--- config.mk ---
export PLATFORM = sky130hd
export DESIGN_NAME = cntr_pwm_cmp
export DESIGN_NICKNAME = d
export VERILOG_FILES = /design/src/rtl/cntr_pwm_cmp.sv
export SDC_FILE = /design/constraint.sdc
export NUM_CORES = 1
export LEC_CHECK = 0
export CAP_MARGIN = 20
export CORE_UTILIZATION = 40
export DETAILED_ROUTE_END_ITERATION = 7
export PLACE_DENSITY = 0.66
export SETUP_SLACK_MARGIN = 0.1
export SLEW_MARGIN = 30
export SYNTH_ARGS = -nofsm -noshare
export SYNTH_HDL_FRONTEND = slang
export SYNTH_SLANG_ARGS = --single-unit
--- constraint.sdc ---
create_clock -name CLK -period 2.8 [get_ports CLK]
set_input_delay 0.56 -clock CLK [delete_from_list [all_inputs] [get_ports CLK]]
set_output_delay 0.56 -clock CLK [all_outputs]
set_load 0.005 [all_outputs]
--- src/rtl/cntr_pwm_cmp.sv ---
// -----------------------------------------------------------------------------
// cntr_pwm_cmp
//
// Purpose:
//   Consumes the count value of an upstream counter. It compares that count
//   against a duty threshold to drive a registered PWM output. It also detects
//   counter wrap-around and pulses once per period.
//
//   Duty updates are double-buffered. An accepted duty waits in a pending
//   register and becomes active only on a wrap, so no PWM period is glitched.
//   On the wrap cycle itself the pending duty already governs the compare.
//
// Parameters:
//   WIDTH     - width of cnt and duty_in
//   REVERSE   - 0: upstream counts up (wrap when cnt < prev_cnt)
//               1: upstream counts down (wrap when cnt > prev_cnt)
//   INIT_DUTY - active duty after reset
//
// Ports:
//   CLK         in   clock, rising edge
//   RST         in   synchronous active-high reset
//   cnt         in   [WIDTH-1:0] counter value, may change every cycle
//   duty_in     in   [WIDTH-1:0] new duty threshold
//   duty_valid  in   duty_in is valid
//   duty_ready  out  a duty can be accepted (pending buffer empty)
//   pwm_out     out  registered PWM output, (cnt < duty) with 1-cycle latency
//   wrap_pulse  out  registered one-cycle pulse per detected wrap
//   state_dbg   out  FSM state for observation: 0 = S_INIT, 1 = S_RUN
//   period_cnt  out  [15:0] saturating wrap counter; present only when
//                    CNTR_PWM_CMP_PERIOD_CNT_EN is defined
//
// Optional feature macro: CNTR_PWM_CMP_PERIOD_CNT_EN
// -----------------------------------------------------------------------------
module cntr_pwm_cmp #(
  parameter int WIDTH     = 5,
  parameter int REVERSE   = 0,
  parameter int INIT_DUTY = 0
) (
  input  logic             CLK,
  input  logic             RST,
  input  logic [WIDTH-1:0] cnt,
  input  logic [WIDTH-1:0] duty_in,
  input  logic             duty_valid,
  output logic             duty_ready,
  output logic             pwm_out,
  output logic             wrap_pulse,
`ifdef CNTR_PWM_CMP_PERIOD_CNT_EN
  output logic [15:0]      period_cnt,
`endif
  output logic             state_dbg
);

  localparam logic [WIDTH-1:0] INIT_DUTY_W = INIT_DUTY[WIDTH-1:0];

  typedef enum logic {
    S_INIT = 1'b0,
    S_RUN  = 1'b1
  } state_t;

  state_t           state;
  logic [WIDTH-1:0] prev_cnt;
  logic [WIDTH-1:0] pending;
  logic             pending_full;
  logic [WIDTH-1:0] active_duty;

  logic             wrap;
  logic             accept;
  logic             swap;
  logic [WIDTH-1:0] duty_eff;

  // Handshake: a duty transfers on any rising edge where duty_valid and
  // duty_ready are both high. duty_ready depends only on internal state
  // (never on duty_valid), and the source must hold duty_valid and duty_in
  // stable until the transfer happens. While duty_ready is low, duty_in is
  // ignored.
  assign duty_ready = !pending_full;
  assign accept     = duty_valid && duty_ready;

  // The first sample after reset has no valid predecessor, so wrap is
  // suppressed in S_INIT. Equal samples (a stalled counter) never wrap.
  always_comb begin
    wrap = 1'b0;
    if (state == S_RUN) begin
      if (REVERSE != 0) wrap = (cnt > prev_cnt);
      else              wrap = (cnt < prev_cnt);
    end
  end

  // Accept and swap are mutually exclusive: a swap needs pending_full=1,
  // which holds duty_ready low.
  assign swap     = wrap && pending_full;
  assign duty_eff = swap ? pending : active_duty;

  always_ff @(posedge CLK) begin
    if (RST) begin
      state        <= S_INIT;
      prev_cnt     <= '0;
      pending      <= '0;
      pending_full <= 1'b0;
      active_duty  <= INIT_DUTY_W;
      pwm_out      <= 1'b0;
      wrap_pulse   <= 1'b0;
    end else begin
      case (state)
        S_INIT:  state <= S_RUN;
        S_RUN:   state <= S_RUN;
        default: state <= S_INIT;
      endcase

      prev_cnt   <= cnt;
      pwm_out    <= (cnt < duty_eff);
      wrap_pulse <= wrap;

      if (swap) begin
        active_duty  <= pending;
        pending_full <= 1'b0;
      end else if (accept) begin
        pending      <= duty_in;
        pending_full <= 1'b1;
      end
    end
  end

  assign state_dbg = (state == S_RUN);

`ifdef CNTR_PWM_CMP_PERIOD_CNT_EN
  always_ff @(posedge CLK) begin
    if (RST) begin
      period_cnt <= '0;
    end else if (wrap && (period_cnt != 16'hFFFF)) begin
      period_cnt <= period_cnt + 16'd1;
    end
  end
`endif

endmodule

# After elaboration in Yosys (flattened, before gate mapping)
# Index checks and enable logic that the tools add are counted.
# word_totals
ff_bits	19
out_inout_bits	4
# classes
n_lt_le_gt_ge	2
muxes	3
bitwise	1
reduce_logical	5
# ops
op	count
$lt 5x5->1	2
$mux 5	1
$logic_and 1x1->1	2
$mux 1	2
$reduce_and 2->1	1
$reduce_or 2->1	1
$logic_not 1->1	1
$not 1->1	1

# Longest topological paths before layout
# logic_depth
depth_word	5
ltp_mapped	11
depth_no_buf	11

# Least setup slack after synthesis
# No wires, ideal clock.
# synth_path
path_kind	input port to flip-flop
from	input cnt[2]
to	register pwm_out
setup_time_ps	62
t_arrival_ps	2555
required_ps	2738
setup_slack_ps	182
stages	10
n_path_buf	0
cell_sequence	ha_1 -> nand2_1 -> o211ai_1 -> nand3_1 -> and2_1 -> ha_1 -> a211o_1 -> a2111oi_2 -> nand3_1 -> nand3_1
# synth_via
elab_chain_len	5
# synth_lines
item	line_no	source
start, declared	41	input logic [WIDTH-1:0] cnt,
$lt 5x5->1	85	else wrap = (cnt < prev_cnt);
$mux 1	83	if (state == S_RUN) begin
$logic_and 1x1->1	91	assign swap = wrap && pending_full;
$mux 5	n/a	
$lt 5x5->1 *	111	pwm_out <= (cnt < duty_eff);
end signal, assigned	111	
end, declared	45	output logic pwm_out,
# Every way passes the cells marked *; elsewhere a longest branch is shown, timed or not.
# A chain may end at the register's enable or synchronous reset.

# Worst setup path after layout
# layout_path
from	input cnt[3]
to	register pwm_out
# The elaborated chain is that of the path after synthesis.

==> results.py <==
metrics = {
    "route": {
        "drt_iter0_markers": 14,
        "routed_wl_mm": 2.76,
        "drc": 0,
        "ant_nets": 0,
        "wl_per_cell_um": 16.1,
        "num_vias": 909,
        "drt_pass1_iterations": 3,
        "vias_per_cell": 5.28,
    },
    "sta": {
        "slew-limit-headroom": 0.664,
        "fin_worst_skew_ns": 0.00958,
        "post-route-period-util": 0.953,
        "hold-worst-slack_ns": 0.503,
        "rsz0062_at_grt": "no",
        "setup_viol": 0,
        "slew_viol_final": 0,
        "worst-slew-pin-transition_ns": 0.502,
        "finalCriticalPeriod_ns": 2.67,
        "setup_tns_ns": 0,
        "fmax_mhz": 375,
        "finalHoldViolCount": 0,
        "fin_ws_ns": 0.132,
    },
    "floorplanning": {
        "die_h_um": 50.6,
        "io_pins": 17,
        "die_w_um": 50.6,
        "start_util": 0.427,
        "die_area_um2": 2560,
        "num_rows": 17,
        "core-area_um2": 2210,
    },
    "layout": {
        "nNetsFinal": 166,
        "stdcell_count": 172,
        "area_delta_synth_final_pct": 63.6,
        "diodes": 0,
        "design_area_um2": 1550,
        "drive_above_1_share": 0.458,
    },
    "yosys": {
        "synth_fp_nets": 118,
        "ys_top_cells_by_area": "dfxtp_1 (40%), ha_1 (11%), mux2i_1 (5.3%)",
        "yosysTopAreaCellShare": 0.403,
        "synth_edf_count": 0,
        "synth-seq-area-share": 0.403,
        "ys_warn_count": 0,
        "yosysTopAreaCell": "dfxtp_1",
        "ys_types": 30,
        "yosys.cell_count.top_type": "dfxtp_1",
        "avgSynthCellArea_um2": 9.74,
        "syn_inst": 97,
        "async_flop_share": 0,
        "syn-cell-area_um2": 945,
        "synth_seq_cells": 19,
        "netlist_top_cells_count": "dfxtp_1 (19), ha_1 (8), nand3_1 (7), nor2b_1 (7)",
        "ys.flop_type": "dfxtp_1",
    },
    "min_path": {
        "hp-start": "pending[4]$_SDFFE_PP0P_",
        "hold_path.class": "reg -> reg",
    },
    "clock_tree": {
        "cts.path.max_buffers": 2,
        "clk-insertion-delay-late_ns": 0.29,
        "cts_tree": "done",
        "hold_buffers": 0,
        "cts_made_buffers": 3,
        "htreeDepth": 1,
        "clkTransAtPathRegs_ns": 0.11,
        "cts.sinks": 19,
        "cts_root_buf": "clkbuf_4",
    },
    "worst_setup_path": {
        "cp.arrival_ns": 2.91,
        "required_ns": 3.04,
        "crit_fanout": 3,
        "cp-start-kind": "primary input",
        "regToRegStartpoint": "prev_cnt[3]$_SDFF_PP0_",
        "worst_setup_path_end_kind": "flop",
        "setup.worst_path.start": "cnt[3]",
        "path_class": "in -> reg",
    },
    "place": {
        "dp.cells": 154,
        "place_congestion": 0.811,
        "placed_cell_area_um2": 1250,
        "post-place-ws_ns": -0.605,
        "io_buffers": 16,
        "dp_hpwl_mm": 1.67,
    },
    "pwr": {
        "ir_drop_uv": 278,
        "p_leak_nw": 0.606,
        "p_per_area_nw_per_um2": 383,
    },
    "global_routing": {
        "grt_max_degree": 13,
        "grt_pass1_wl_mm": 4.04,
        "antenna_found_initial": 0,
        "grtUsageTotal": 0.218,
        "grt_pass1_vias": 941,
        "overflow": 0,
    },
    "run_status": {
        "outcome": "completed",
    },
    "flow_run": {
        "cap_violations": 0,
    },
}
[cell usage in the layout, fill, tap and decap left out, types with 2 or more instances in the layout]
cell type        instances
mux2i_1                  5
buf_6                    3
inv_2                    3
clkbuf_4                 3
ha_4                     6
buf_2                    3
a21oi_1                  5
nor2_1                   6
o21ai_1                  2
dfxtp_1                 18
buf_4                   27
inv_1                    3
clkdlybuf4s50_1         11
nand3_1                  6
and2_4                   2
o211ai_1                 2
and2_1                   2
nor2b_1                  6
o21ai_2                  3
[where the power goes]
part | internal (mW) | switching, mW
Clock | 0.0553 | 0.0808
Combinational | 0.0917 | 0.0693
Sequential | 0.284 | 0.0105
[metal layers]
| layer | GRT usage | share of wire | vias up |
|---|---|---|---|
| met5 | 0 | 0 | - |
| met4 | 0.0880 | 0.022 | 0 |
| met3 | 0.0364 | 0.024 | 6 |
| met2 | 0.422 | 0.55 | 17 |
| met1 | 0.227 | 0.41 | 445 |
| li1 | - | - | 441 |
[cell type report]
type | instances | area [µm²]
multi-input combinational | 69 | 701
fill | 174 | 667
sequential | 19 | 382
timing repair buffer | 46 | 379
tap | 28 | 35.0
clock buffer | 4 | 26.3
inverter | 6 | 22.5
[timing repair]
| item | 4_1_cts | 5_1_grt |
|---|---|---|
| pin swaps | 16 | 18 |
| setup buffers | 12 | 2 |
| resized for setup | 23 | 26 |
| endpoints found under the setup margin | 1 | 1 |
[metrics by stage]
step,power [mW],utilization
after floorplan,0.357,-
after global placement,0.406,0.564
after detailed placement,0.410,0.564
after CTS,0.565,0.647
after global routing,0.622,0.699
final,0.592,0.699
[worst paths after layout]
kind / slack, ns / to / depth (start not counted)
hold / removal: 0.50 / pending[4]$_SDFFE_PP0P_ / 2
setup reg to reg: 0.15 / pwm_out$_SDFF_PP0_ / 13
setup / recovery: 0.13 / pwm_out$_SDFF_PP0_ / 13
hold reg to reg: 0.50 / pending[4]$_SDFFE_PP0P_ / 2
[worst max-delay path: stages]
cell and delay [ns]:
buf_2 0.12, ha_4 0.17, and4bb_2 0.34, o211a_4 0.20, buf_4 0.12, o21ai_2 0.06, and2_1 0.16, ha_2 0.18
a211o_1 0.35, buf_6 0.15, a211oi_4 0.26, o211ai_1 0.14, nand3_1 0.10
[logic make-up after synthesis]
| family | count (synthesis) | synth area share |
|---|---|---|
| simple gates | 33 | 0.201 |
| compound gates | 23 | 0.200 |
| flops | 19 | 0.403 |
| buf+inv | 9 | 0.0371 |
| fa+ha+maj | 8 | 0.106 |
| mux | 5 | 0.0530 |
[state kept, by name (all words and copies together) (netlist names)]
register,cells
state_dbg,1
pending,5
pending_full,1
pwm_out,1
wrap_pulse,1
prev_cnt,5
active_duty,5
(Power assumes the default switching activity.)
